==> src/rtl/soric_efpga_pkg.sv <==
// Shared encodings for the eFPGA response model: operators, FSM states, cfg fields.
// Latency: n/a (types and constants only).
// Backpressure: n/a.
package soric_efpga_pkg;

  typedef enum logic [1:0] {
    OP_ADD = 2'b00,
    OP_SUB = 2'b01,
    OP_MUL = 2'b10,
    OP_MAC = 2'b11
  } op_e;

  typedef enum logic [1:0] {
    ST_IDLE = 2'd0,
    ST_BUSY = 2'd1,
    ST_DONE = 2'd2
  } state_e;

  // Config word layout carried on operand_a during a write strobe
  localparam int CFG_IRQ_EN_BIT  = 0;
  localparam int CFG_ID_LSB      = 1;
  localparam int CFG_ID_MSB      = 5;
  localparam int CFG_ACC_CLR_BIT = 6;

endpackage

==> src/rtl/soric_efpga_alu.sv <==
// Combinational datapath: computes the three results and the next accumulator.
// Latency: 0 cycles; the parent registers everything on BUSY->DONE.
// Backpressure: none, pure function of its inputs.
module soric_efpga_alu
  import soric_efpga_pkg::*;
#(
  parameter int DATA_W = 32
) (
  input  op_e               op,
  input  logic [DATA_W-1:0] a,
  input  logic [DATA_W-1:0] b,
  input  logic [DATA_W-1:0] acc,
  output logic [DATA_W-1:0] res_a,
  output logic [DATA_W-1:0] res_b,
  output logic [DATA_W-1:0] res_c,
  output logic [DATA_W-1:0] acc_nxt
);

  logic [2*DATA_W-1:0] prod;
  logic [DATA_W:0]     sum;
  logic [DATA_W-1:0]   mac_sum;

  assign prod    = {{DATA_W{1'b0}}, a} * {{DATA_W{1'b0}}, b};
  assign sum     = {1'b0, a} + {1'b0, b};
  assign mac_sum = acc + prod[DATA_W-1:0];

  // Operator select; accumulator only moves for MAC
  always_comb begin
    res_a   = '0;
    res_b   = '0;
    res_c   = '0;
    acc_nxt = acc;
    case (op)
      OP_ADD: begin
        res_a = sum[DATA_W-1:0];
        res_b = {{(DATA_W-1){1'b0}}, sum[DATA_W]};
        res_c = a ^ b;
      end
      OP_SUB: begin
        res_a = a - b;
        res_b = {{(DATA_W-1){1'b0}}, (a < b)};
        res_c = a & b;
      end
      OP_MUL: begin
        res_a = prod[DATA_W-1:0];
        res_b = prod[2*DATA_W-1:DATA_W];
        res_c = a | b;
      end
      OP_MAC: begin
        acc_nxt = mac_sum;
        res_a   = mac_sum;
        res_b   = prod[DATA_W-1:0];
        res_c   = acc;
      end
      default: ;
    endcase
  end

endmodule

==> src/rtl/soric_efpga_resp.sv <==
// eFPGA accelerator response model: 4-phase request, programmable BUSY delay, irq on completion.
// Latency: done rises delay+1 edges after the accepting edge (delay = 0..3).
// Backpressure: requests are only accepted in IDLE; en is ignored in BUSY and must drop to leave DONE.
module soric_efpga_resp
  import soric_efpga_pkg::*;
#(
  parameter int DATA_W = 32
) (
  input  logic              clk_i,
  input  logic              rst_ni,
  input  logic              eFPGA_en_i,
  input  logic [1:0]        eFPGA_operator_i,
  input  logic [1:0]        eFPGA_delay_i,
  input  logic [DATA_W-1:0] eFPGA_operand_a_i,
  input  logic [DATA_W-1:0] eFPGA_operand_b_i,
  input  logic              eFPGA_write_strobe_i,
  output logic [DATA_W-1:0] eFPGA_result_a_o,
  output logic [DATA_W-1:0] eFPGA_result_b_o,
  output logic [DATA_W-1:0] eFPGA_result_c_o,
  output logic              eFPGA_fpga_done_o,
  output logic              irq_o,
  output logic [4:0]        irq_id_o,
  input  logic              irq_ack_i
);

  state_e            state;
  logic [1:0]        cnt;
  op_e               op_q;
  logic [DATA_W-1:0] a_q, b_q;
  logic [DATA_W-1:0] acc;
  logic [DATA_W-1:0] res_a, res_b, res_c;
  logic              done;
  logic              irq_en;
  logic [4:0]        irq_id;
  logic              pending;

  logic [DATA_W-1:0] alu_a, alu_b, alu_c, alu_acc;
  logic              finish;

  // Completion happens on the edge that leaves BUSY with the counter exhausted
  assign finish = (state == ST_BUSY) && (cnt == 2'd0);

  soric_efpga_alu #(.DATA_W(DATA_W)) u_alu (
    .op      (op_q),
    .a       (a_q),
    .b       (b_q),
    .acc     (acc),
    .res_a   (alu_a),
    .res_b   (alu_b),
    .res_c   (alu_c),
    .acc_nxt (alu_acc)
  );

  // Request FSM: latch the request, count out the delay, publish results, wait for en to drop
  always_ff @(posedge clk_i or negedge rst_ni) begin
    if (!rst_ni) begin
      state <= ST_IDLE;
      cnt   <= '0;
      op_q  <= OP_ADD;
      a_q   <= '0;
      b_q   <= '0;
      res_a <= '0;
      res_b <= '0;
      res_c <= '0;
      done  <= 1'b0;
    end else begin
      case (state)
        ST_IDLE: begin
          if (eFPGA_en_i) begin
            op_q  <= op_e'(eFPGA_operator_i);
            a_q   <= eFPGA_operand_a_i;
            b_q   <= eFPGA_operand_b_i;
            cnt   <= eFPGA_delay_i;
            state <= ST_BUSY;
          end
        end
        ST_BUSY: begin
          if (cnt != 2'd0) begin
            cnt <= cnt - 2'd1;
          end else begin
            res_a <= alu_a;
            res_b <= alu_b;
            res_c <= alu_c;
            done  <= 1'b1;
            state <= ST_DONE;
          end
        end
        ST_DONE: begin
          if (!eFPGA_en_i) begin
            done  <= 1'b0;
            state <= ST_IDLE;
          end
        end
        default: begin
          done  <= 1'b0;
          state <= ST_IDLE;
        end
      endcase
    end
  end

  // Config register and accumulator; a clear-acc write in the completion cycle beats the MAC update
  always_ff @(posedge clk_i or negedge rst_ni) begin
    if (!rst_ni) begin
      acc    <= '0;
      irq_en <= 1'b0;
      irq_id <= '0;
    end else begin
      if (finish) begin
        acc <= alu_acc;
      end
      if (eFPGA_write_strobe_i) begin
        irq_en <= eFPGA_operand_a_i[CFG_IRQ_EN_BIT];
        irq_id <= eFPGA_operand_a_i[CFG_ID_MSB:CFG_ID_LSB];
        if (eFPGA_operand_a_i[CFG_ACC_CLR_BIT]) begin
          acc <= '0;
        end
      end
    end
  end

  // Pending interrupt: a new completion outranks a simultaneous acknowledge
  always_ff @(posedge clk_i or negedge rst_ni) begin
    if (!rst_ni) begin
      pending <= 1'b0;
    end else if (finish && irq_en) begin
      pending <= 1'b1;
    end else if (irq_ack_i) begin
      pending <= 1'b0;
    end
  end

  assign eFPGA_result_a_o  = res_a;
  assign eFPGA_result_b_o  = res_b;
  assign eFPGA_result_c_o  = res_c;
  assign eFPGA_fpga_done_o = done;
  assign irq_o             = pending;
  assign irq_id_o          = irq_id;

endmodule
==> config.mk <==
export PLATFORM = sky130hd
export DESIGN_NAME = soric_efpga_resp
export DESIGN_NICKNAME = d
export VERILOG_FILES = /design/src/rtl/soric_efpga_pkg.sv /design/src/rtl/soric_efpga_alu.sv /design/src/rtl/soric_efpga_resp.sv
export SDC_FILE = /design/constraint.sdc
export NUM_CORES = 2
export LEC_CHECK = 0
export ABC_CLOCK_PERIOD_IN_PS = 8600
export BUFFER_PORTS_ARGS = -buffer_cell sky130_fd_sc_hd__buf_2
export CAP_MARGIN = 15
export CORE_UTILIZATION = 35
export CTS_CLUSTER_DIAMETER = 80
export DETAILED_ROUTE_END_ITERATION = 10
export HOLD_SLACK_MARGIN = 0.15
export RECOVER_POWER = 100
export SLEW_MARGIN = 20
export SYNTH_ARGS = -nofsm -noshare
export SYNTH_HDL_FRONTEND = slang
export SYNTH_HIERARCHICAL = 1
export SYNTH_SLANG_ARGS = --single-unit
==> constraint.sdc <==
create_clock -name clk_i -period 8.6 [get_ports clk_i]
set_input_delay 0.43 -clock clk_i [delete_from_list [all_inputs] [get_ports clk_i]]
set_output_delay 0.43 -clock clk_i [all_outputs]
set_load 0.05 [all_outputs]
==> flow_metrics.tcl <==
set metrics [dict create \
    detail_route.wl_per_cell_um 24.1 \
    finalWirelength_um 191000 \
    hpwl_um 160000 \
    setup_ws_ns 0.0206 \
    overflow 0 \
    min_period_ns 8.58 \
    insertion_delay_ns 0.62 \
    cts_made_buffers 29 \
    synthToLayoutAreaGrowth_pct 18.9 \
    synth-main-ff-cell "dfrtp_1" \
    drtAntennaViolNets 0 \
    place.gp.congestion 1.03 \
    setup_viol 0 \
    synth_fp_nets 6946 \
    antenna_found_initial 12 \
    cp_common_cell "fa_1" \
    worstPathArrival_ns 9.09 \
    cp_slowest_cell "fa_2" \
    hp-class "primary input to register" \
    grt_max_degree 74 \
    syn_avg_cell_area_um2 8.56 \
    initial_core_util_pct 35.3 \
    cp-end-kind "register" \
    critPathKind "register to register" \
    start_kind "register" \
    synth-edff-count 0 \
    failed_checks "max-capacitance violations, max-slew violations" \
    rows 135 \
    r2r-start "b_q[4]$_DFFE_PN0P_" \
    die_x_um 372 \
    hp-start "eFPGA_delay_i[1]" \
    syn_inst 5582 \
    finalHoldViolCount 0 \
    ys_types 104 \
    synth-async-reset-ratio_pct 100 \
    netlist_area_mm2 0.0478 \
    grt_pass1_wl_um 281000 \
    ys.warnings.count 6 \
    firstDrtPassIters 6 \
    final_util_pct 42.0 \
    slew_viol_final 386 \
    worst_ep_required_time_ns 9.11 \
    crit_fanout 4 \
    drive_above_1_share_pct 16.4 \
    clk_pin_slew_worst_paths_ns 0.07 \
    yosys_register_bits 206 \
    die_h_um 372 \
    ctsLongestPathBuffers 3 \
    clkSinkCount 206 \
    final_common_cell "nand2_1" \
    cts_root_buf "clkbuf_16" \
    port_buffers 175 \
    track_usage_pct 27.6 \
    htree_levels 1 \
    fin_nets 7493 \
    drt_iter0_drc 3618 \
    maxCapViolations 8 \
    grt_pass1_vias 43100 \
    rsz0062_at_grt "true" \
    nFillCells 13600 \
    relSlewSlack_pct -228 \
    status "complete, but fails checks" \
    startpoint "b_q[4]$_DFFE_PN0P_" \
    cts_tree "built" \
    layout_common_cells "nand2_1 (1139), inv_1 (982), fa_1 (880)" \
    placedCellCount 7788 \
    finClkSkew_ns 0.0150 \
    fmax_mhz 117 \
    via_count 42000 \
    ys_seq_area_share_pct 10.8 \
    die_area_mm2 0.138 \
    final_cells 7937 \
    dp_slack_ns -0.245 \
    drc 0 \
    worst_pin_slew_ns 4.92 \
    max_stage_delay_ns 0.57 \
    coreArea_mm2 0.135 \
    period_share_pct 99.8 \
    via_per_inst 5.29 \
    io_pins 176 \
]
-- through the flow --
| step | instance area, um2 | setup TNS [ns] | hold slack [ns] |
|---|---|---|---|
| after global routing | 56800 | -1.69 | 0.161 |
| final | 56800 | 0 | 0.181 |
| after detailed placement | 54000 | -1.79 | 0.457 |
| after CTS | 56000 | 0 | 0.151 |
| after floorplan | 47800 | 0 | 0.134 |
| after global placement | 54000 | -1.04 | 0.454 |
-- kinds of logic (layout without fill, tap and decap cells) --
logic type	after synthesis	count (layout)	share of synthesized area, %
buffers and inverters	1329	1899	10.8
adders and majority gates	1291	1291	47.9
muxes	139	139	4.00
AOI/OAI and AO/OA	643	643	8.79
other	0	4	0
DFF	206	206	10.8
xor gates and xnor gates	97	97	1.78
and+or+nand+nor	1877	1877	15.9
-- area by class of cell --
class	instances	area, um2	share of cell area, %
multi-input cells	4047	38500	67.8
inverters	1025	3860	6.80
clock buffers	32	747	1.31
clock inverters	22	241	0.425
repair buffers	820	6070	10.7
diodes	4	10.0	0.0176
well taps	1781	2230	3.92
flip-flops and latches	206	5170	9.09
-- flip-flops by register name, summed over array words and instances, names as in the netlist --
signal,flops
state,2
eFPGA_result_b_o,32
eFPGA_result_c_o,32
b_q,32
eFPGA_fpga_done_o,1
op_q,2
cnt,2
acc,32
irq_en,1
eFPGA_result_a_o,32
irq_id_o,5
irq_o,1
a_q,32
-- synth_stat cells (9+ instances only) --
| library cell | instances | area, um2 |
|---|---|---|
| buf_6 | 12 | 135 |
| nand3_1 | 42 | 210 |
| or3_1 | 13 | 81.3 |
| o21bai_1 | 21 | 158 |
| nor3_1 | 34 | 170 |
| a31oi_1 | 23 | 144 |
| o21a_1 | 14 | 105 |
| and3_1 | 15 | 93.8 |
| ha_1 | 392 | 4900 |
| dfrtp_1 | 206 | 5150 |
| nor4_1 | 9 | 56.3 |
| mux2i_1 | 25 | 250 |
| a211oi_1 | 32 | 240 |
| inv_1 | 1004 | 3770 |
| buf_1 | 36 | 135 |
| clkinv_1 | 18 | 67.6 |
| nand2_1 | 1144 | 4290 |
| xnor2_1 | 65 | 569 |
| nand2b_1 | 12 | 75.1 |
| buf_2 | 36 | 180 |
| o21ai_0 | 115 | 576 |
| mux2_1 | 29 | 327 |
| clkbuf_1 | 211 | 792 |
| nand4_1 | 26 | 163 |
| a21oi_1 | 216 | 1080 |
| and2_1 | 14 | 87.6 |
| a211o_1 | 12 | 105 |
| mux4_2 | 32 | 721 |
| a21o_1 | 65 | 488 |
| xor2_1 | 32 | 280 |
| fa_1 | 899 | 18000 |
| o31ai_1 | 23 | 173 |
| mux2_2 | 51 | 574 |
| nor2b_1 | 11 | 68.8 |
| nor2_1 | 512 | 1920 |
| o211ai_1 | 12 | 90.1 |
-- path summary, 6_finish.rpt --
check / slack [ns] / end / depth (start not counted)
hold reg to reg: 0.47 / eFPGA_result_c_o[3]$_DFFE_PN0N_ / 2
setup reg to reg: 0.02 / eFPGA_result_a_o[27]$_DFFE_PN0N_ / 34
setup / recovery: 0.02 / eFPGA_result_a_o[27]$_DFFE_PN0N_ / 34
hold / removal: 0.18 / cnt[1]$_DFFE_PN0P_ / 3
max in group asynchronous: 2.51 / op_q[0]$_DFFE_PN0P_ / 3
min in group asynchronous: 2.14 / eFPGA_result_a_o[2]$_DFFE_PN0N_ / 2
-- routing by layer --
| metal | wire, um | vias to the layer above | track usage [%] |
|---|---|---|---|
| li1 | - | 18300 | - |
| met1 | 75700 | 21300 | 35.7 |
| met2 | 89000 | 1912 | 45.1 |
| met3 | 15100 | 432 | 4.06 |
| met4 | 11100 | 6 | 13.6 |
| met5 | 92 | - | 0.105 |
-- repair_timing --
item | 4_1_cts | 5_1_grt
pin swaps | 39 | 88
resized for setup | 82 | 197
hold endpoints to repair | 141 | 0
setup buffers | 8 | 19
hold buffers | 65 | 0
setup endpoints to repair | 15 | 35
-- critical path, delay by kind of cell, from the launching register on --
family                   cells  cell delay (ns)
flip-flops                   1             0.44
adder cells (fa/ha/maj)     10             4.74
XOR/XNOR                     1             0.20
AO/OA/AOI/OAI                9             1.86
buffers and inverters        8             0.79
AND/OR/NAND/NOR              6             0.42
Power is not shown: default switching activity piles up to over one toggle a cycle in this logic, so the estimate is an artifact.
